### config.mk
export PLATFORM = sky130hd
export DESIGN_NAME = overture_prog_loader
export DESIGN_NICKNAME = d
export VERILOG_FILES = /design/src/rtl/overture_pkg.sv /design/src/rtl/overture_prog_mem.sv /design/src/rtl/overture_prog_loader.sv
export SDC_FILE = /design/constraint.sdc
export NUM_CORES = 2
export LEC_CHECK = 0
export CORE_ASPECT_RATIO = 0.8
export CORE_MARGIN = 5
export CORE_UTILIZATION = 50
export CTS_BUF_LIST = sky130_fd_sc_hd__clkbuf_8
export DETAILED_ROUTE_END_ITERATION = 10
export DONT_BUFFER_PORTS = 1
export SYNTH_ARGS = -nofsm -noshare
export SYNTH_HDL_FRONTEND = slang
export SYNTH_SLANG_ARGS = --single-unit
### constraint.sdc
create_clock -name clk -period 3.62 [get_ports clk]
set_input_delay 0.362 -clock clk [delete_from_list [all_inputs] [get_ports clk]]
set_output_delay 0.362 -clock clk [all_outputs]
set_load 0.1 [all_outputs]
### src/rtl/overture_pkg.sv
// Shared definitions for the overture program loader.
// Holds the loader state encoding and the length of the RELEASE
// window between the last byte written and the CPU being let go.
package overture_pkg;

    typedef enum logic [1:0] {
        ST_IDLE    = 2'd0,
        ST_LOAD    = 2'd1,
        ST_RELEASE = 2'd2,
        ST_RUN     = 2'd3
    } loader_state_e;

    // Number of cycles the CPU is still held in reset after the last byte.
    localparam int unsigned RELEASE_CYCLES = 1;

    // Width of the RELEASE window counter and its terminal value.
    localparam int unsigned REL_CNT_W = 4;
    localparam logic [REL_CNT_W-1:0] REL_LAST = 4'(RELEASE_CYCLES - 1);

endpackage

### src/rtl/overture_prog_mem.sv
// Program memory for the overture loader.
// One synchronous write port and one asynchronous (combinational) read
// port. Contents are never cleared, not even by reset. A write and a read
// of the same address in one cycle returns the old byte, since the write
// only lands on the clock edge.
// Ports:
//   clk      - write clock
//   wr_en    - write strobe
//   wr_addr  - write address
//   wr_data  - byte to write
//   rd_addr  - read address
//   rd_data  - byte at rd_addr (combinational)
module overture_prog_mem #(
    parameter int ADDR_W = 8
) (
    input  logic              clk,
    input  logic              wr_en,
    input  logic [ADDR_W-1:0] wr_addr,
    input  logic [7:0]        wr_data,
    input  logic [ADDR_W-1:0] rd_addr,
    output logic [7:0]        rd_data
);

    logic [7:0] mem_r [0:(2**ADDR_W)-1];

    // Synchronous write port; no reset so program bytes survive resets.
    always_ff @(posedge clk) begin
        if (wr_en) begin
            mem_r[wr_addr] <= wr_data;
        end
    end

    assign rd_data = mem_r[rd_addr];

endmodule

### src/rtl/overture_prog_loader.sv
// Program loader for the overture CPU.
// Streams load_len bytes (0 means the full 2**ADDR_W) into program memory
// while holding the CPU in reset, waits one RELEASE cycle, then lets the
// CPU run from the loaded image. load_start in any state restarts a load.
// Ports:
//   clk, reset   - clock and asynchronous active-low reset
//   load_start   - one-cycle request to start a load, samples load_len
//   load_len     - byte count of the load (0 = 2**ADDR_W)
//   in_valid     - in_data carries a program byte
//   in_data      - program byte
//   in_ready     - a byte is accepted this cycle when in_valid is high
//   pc           - CPU fetch address
//   instr        - program byte at pc (combinational)
//   cpu_reset    - active-high reset for the CPU
//   cpu_run      - CPU run enable
//   load_count   - bytes written by the current or last load
//   done         - last load completed and CPU released
module overture_prog_loader
    import overture_pkg::*;
#(
    parameter int ADDR_W = 8
) (
    input  logic              clk,
    input  logic              reset,
    input  logic              load_start,
    input  logic [ADDR_W-1:0] load_len,
    input  logic              in_valid,
    input  logic [7:0]        in_data,
    output logic              in_ready,
    input  logic [ADDR_W-1:0] pc,
    output logic [7:0]        instr,
    output logic              cpu_reset,
    output logic              cpu_run,
    output logic [ADDR_W:0]   load_count,
    output logic              done
);

    loader_state_e        state_r;
    logic [ADDR_W:0]      count_r;
    logic [ADDR_W:0]      target_r;
    logic                 done_r;
    logic                 in_ready_r;
    logic                 cpu_reset_r;
    logic                 cpu_run_r;
    logic [REL_CNT_W-1:0] rel_cnt_r;

    logic                 wr_en_s;
    logic [ADDR_W:0]      count_inc_s;
    logic                 last_s;
    logic [ADDR_W:0]      target_s;

    // Transfer qualification and target length decode.
    // in_ready_r is high exactly while loading, so it doubles as the
    // "in LOAD" qualifier. A restart request suppresses the write so the
    // aborted load leaves no byte behind in that cycle.
    always_comb begin
        wr_en_s     = in_ready_r & in_valid & ~load_start;
        count_inc_s = count_r + {{ADDR_W{1'b0}}, 1'b1};
        last_s      = wr_en_s && (count_inc_s == target_r);
        if (load_len == {ADDR_W{1'b0}}) begin
            target_s = {1'b1, {ADDR_W{1'b0}}};
        end else begin
            target_s = {1'b0, load_len};
        end
    end

    // Loader FSM with registered handshake and CPU control outputs.
    always_ff @(posedge clk or negedge reset) begin
        if (!reset) begin
            state_r     <= ST_IDLE;
            count_r     <= {(ADDR_W+1){1'b0}};
            target_r    <= {(ADDR_W+1){1'b0}};
            done_r      <= 1'b0;
            in_ready_r  <= 1'b0;
            cpu_reset_r <= 1'b1;
            cpu_run_r   <= 1'b0;
            rel_cnt_r   <= {REL_CNT_W{1'b0}};
        end else if (load_start) begin
            state_r     <= ST_LOAD;
            count_r     <= {(ADDR_W+1){1'b0}};
            target_r    <= target_s;
            done_r      <= 1'b0;
            in_ready_r  <= 1'b1;
            cpu_reset_r <= 1'b1;
            cpu_run_r   <= 1'b0;
            rel_cnt_r   <= {REL_CNT_W{1'b0}};
        end else begin
            case (state_r)
                ST_IDLE: begin
                    state_r <= ST_IDLE;
                end
                ST_LOAD: begin
                    if (wr_en_s) begin
                        count_r <= count_inc_s;
                        if (last_s) begin
                            state_r    <= ST_RELEASE;
                            in_ready_r <= 1'b0;
                            rel_cnt_r  <= {REL_CNT_W{1'b0}};
                        end
                    end
                end
                ST_RELEASE: begin
                    if (rel_cnt_r == REL_LAST) begin
                        state_r     <= ST_RUN;
                        done_r      <= 1'b1;
                        cpu_reset_r <= 1'b0;
                        cpu_run_r   <= 1'b1;
                    end else begin
                        rel_cnt_r <= rel_cnt_r + {{(REL_CNT_W-1){1'b0}}, 1'b1};
                    end
                end
                ST_RUN: begin
                    state_r <= ST_RUN;
                end
                default: begin
                    state_r     <= ST_IDLE;
                    in_ready_r  <= 1'b0;
                    cpu_reset_r <= 1'b1;
                    cpu_run_r   <= 1'b0;
                end
            endcase
        end
    end

    overture_prog_mem #(
        .ADDR_W (ADDR_W)
    ) u_mem (
        .clk     (clk),
        .wr_en   (wr_en_s),
        .wr_addr (count_r[ADDR_W-1:0]),
        .wr_data (in_data),
        .rd_addr (pc),
        .rd_data (instr)
    );

    assign in_ready   = in_ready_r;
    assign cpu_reset  = cpu_reset_r;
    assign cpu_run    = cpu_run_r;
    assign load_count = count_r;
    assign done       = done_r;

endmodule

==> results.md <==
- TritonCTS Sinks: 2075
- CTS tree: built
- Core Box Area: 160000 um^2
- Top cell type's share of synthesized area: 0.765
- Crit-path max FO: 1
- Setup Crit Path Kind: reg -> out
- Met2 wire length: about 95 mm
- Critical Path Start: u_mem.mem_r[42][6]$_DFFE_PP_
- Antenna-violating nets left: 0
- DR top layer: met4
- DRT Pass-1 Iters: 5
- Reg2Reg Depth: 3
- Tcrit/Tclk final: 1.05
- Mapped Avg Cell Area: 20.5 um^2
- Worst Path Arrival: ~3400 ps
- Top post-synthesis cells by area: edfxtp_1 (77%), mux4_2 (12%), mux2i_1 (1.7%)
- Max-slew violations: 0
- Flop pwr share: 0.563
- Unrepaired setup endpoints after global routing: true
- Violated checks: negative hold slack, negative setup slack
- Overflow after GRT: 0
- Synth cell types: 56
- Clock power frac: 0.380
- Required time worst endpoint: between 3000 and 4000 ps
- Register area: just over 60000 um^2
- HP Class: in -> reg
- Largest net degree at the start of global routing: 600
- Commonest cells after routing, fill and taps aside: edfxtp_1 (2048), mux4_2 (431), clkbuf_8 (342)
- Placed cell area: about 84000 um^2
- Clk Latency, worst-skew pair: between 1000 and 1500 ps
- Post-DP HPWL: ~110 mm
- Fraction of layout cells with a size suffix above 1: 0.275
- IO buf count: 0
- Final WL: between 200 and 250 mm
- CTS buffer count: between 300 and 400
- Minimum clock period: 3790 ps
- Max_slew headroom: 0.0207
- WL/cell: 31.4 um
- Fin worst setup slack: -173 ps
- Filler cells: 11900
- Area of the multi-input gates: between 15000 and 20000 um^2
- Max frequency: 264 MHz
- Post-synthesis async set-or-reset flop share: 0.0130
- CTS H-tree lvls: 5
- Gpl congestion: between 0.8 and 0.9
- Combinational power share: 0.057
- Final hold violations: 21
- I/O pins: 49
- Synth Cell Area: ~80000 um^2
- Root Driver: clkbuf_8
- Startpoint types: flip-flop
- Chip width: 458 um
- Sw Ratio: 0.226
- Cells after synthesis: 3913
- Reg-to-reg slack, setup: about 390 ps
- Power Dens Cells: a little over 500 nW/um^2
- Static leakage: ~29 nW
- Post-CTS setup buffer count: 0
- Final std cells w/o fill: 6632
- Clk_skew: 46.3 ps
- Post-synth EDFFs: about 2000
- Element type at the critical path end: output pin
- Yosys warns: 0
- M1 WL: between 90 and 100 mm
- Final setup violation count: 3
- Vias/cell: about 6.2
- First-pass GRT wire length: 290 mm
- Pwr Total: about 47 mW
- Worst R2R End: u_mem.mem_r[139][1]$_DFFE_PP_
- Initial antenna violation count: 3
- Gr usage total: 0.237
- Site row count: roughly 130
- Final #Nets: between 4000 and 5000
- Worst vdd ir: roughly 0.00038 V
- Chip height: between 300 and 400 um
- Vias in the first global route: slightly above 40000
- Worst-path clk slew: about 60 ps
- Status: finished with violations
- Initial Utilization: 0.503
- Die Footprint: roughly 170000 um^2
- Post-route cell area: about 91000 um^2
- Dpl cells: roughly 6000
- Register area share after synthesis: 0.774
- Worst R2R Start: load_count[6]$_DFFE_PN0P_
- Area leader, netlist: edfxtp_1
- Met3 wire length: 18.0 mm
- Hold WS: -50.7 ps
- Post-route DRC: 0
- Most common cell after layout, fill and taps aside: edfxtp_1
- 1st-iter DRT viols: slightly above 5000
- Via count: approximately 40000
- Longest Clk Path Bufs: 4
- P&R area growth vs syn: 13.8%
- Slew @ Worst Pin: between 1000 and 1500 ps
- Flops & latches, synth: just over 2000
- Psw: 10.6 mW
- Worst setup path endpoint: instr[6]
- Max cap viols: 0
- Top FF cell, synth: edfxtp_1
- Net Count, Synth: roughly 3900
- Internal power: 36.3 mW
-- layer usage --
metal	track usage	vias to the layer above
li1	-	17000
met1	0.362	21800
met2	0.348	1902
met3	0.0529	339
met4	0.0649	0
met5	0	-
-- critical path, cell delays in order (launching register included) --
cell and delay (ps):
edfxtp_1 370, mux4_2 500, mux2_4 290, a2111oi_4 420, a221oi_2 60, buf_4 200
o32ai_4 150, buf_6 150, nor3_4 60, buf_12 200
-- layout make-up --
cell class | count | share of cell area
Timing Repair Buffer | 259 | 0.0320
Clock buffer | 342 | 0.0515
Multi-Input combinational cell | 1588 | 0.196
Antenna cell | 7 | 0.000192
Sequential cell | 2075 | 0.680
Clock inverter | 223 | 0.0106
Inverter | 10 | 0.000411
Tap cell | 2128 | 0.0291
-- cell families (layout without fill, tap and decap cells) --
| group | count (synthesis) | after routing | share of synthesized area |
|---|---|---|---|
| xor+xnor | 18 | 18 | 0.00196 |
| compound gates | 448 | 448 | 0.0380 |
| mux | 600 | 600 | 0.142 |
| other cells | 0 | 7 | 0 |
| flops | 2075 | 2075 | 0.774 |
| buf+inv | 250 | 834 | 0.0140 |
| fa+ha+maj | 6 | 6 | 0.000934 |
| simple gates | 516 | 516 | 0.0289 |
-- sequential cells by signal, indices dropped and copies added (netlist names) --
register	cells
u_mem.mem_r	2048
rel_cnt_r	4
in_ready	1
cpu_run	1
cpu_reset	1
load_count	9
target_r	9
state_r	2
-- per-stage QoR --
step	utilization	setup TNS, ps	setup slack [ps]
after floorplan	-	-396	-396
after global placement	0.526	-2410	-670
after detailed placement	0.526	-2040	-613
after CTS	0.568	-817	-255
after global routing	0.573	-934	-272
final	0.573	-426	-173
-- how the worst min path moves through the flow --
stage	start	to	slack (ps)	cells past startpoint
2_1_floorplan	reset	cpu_run$_DFFE_PN0P_	70	0
4_1_cts	in_data[0]	u_mem.mem_r[168][0]$_DFFE_PP_	7	1
6_report	in_data[0]	u_mem.mem_r[172][0]$_DFFE_PP_	-50	1
3_3_place_gp	reset	target_r[4]$_DFFE_PN0P_	70	0
5_1_grt	in_data[0]	u_mem.mem_r[166][0]$_DFFE_PP_	-6	1
3_5_place_dp	reset	target_r[4]$_DFFE_PN0P_	70	0
-- repair_timing --
action / in CTS / in global routing
pin swaps: 40 / 28
resized for setup: 111 / 51
hold endpoints to repair: 2102 / 0
endpoints found under the setup margin: 8 / 8
hold buffers: 39 / 0
cloned: 0 / 19
-- synth_stat cells, types with 34 or more instances --
master    number
edfxtp_1    2048
mux4_2       431
nor2_1       309
a22oi_1      150
clkbuf_1     144
mux2i_1      137
a21oi_1       88
o22ai_1       55
nand2_1       46
buf_2         44
o21ai_0       41
buf_4         35
o221ai_1      34
-- power groups by stage --
stage / combinational [mW] / sequential [mW] / clock [mW]
after floorplan: 1.36 / 27.0 / 0
after global placement: 1.80 / 26.9 / 0
after detailed placement: 1.80 / 26.9 / 0
after CTS: 2.35 / 26.4 / 18.1
after global routing: 2.78 / 26.4 / 19.3
final: 2.68 / 26.4 / 17.8
No activity file was read; power rests on OpenSTA's default activity.
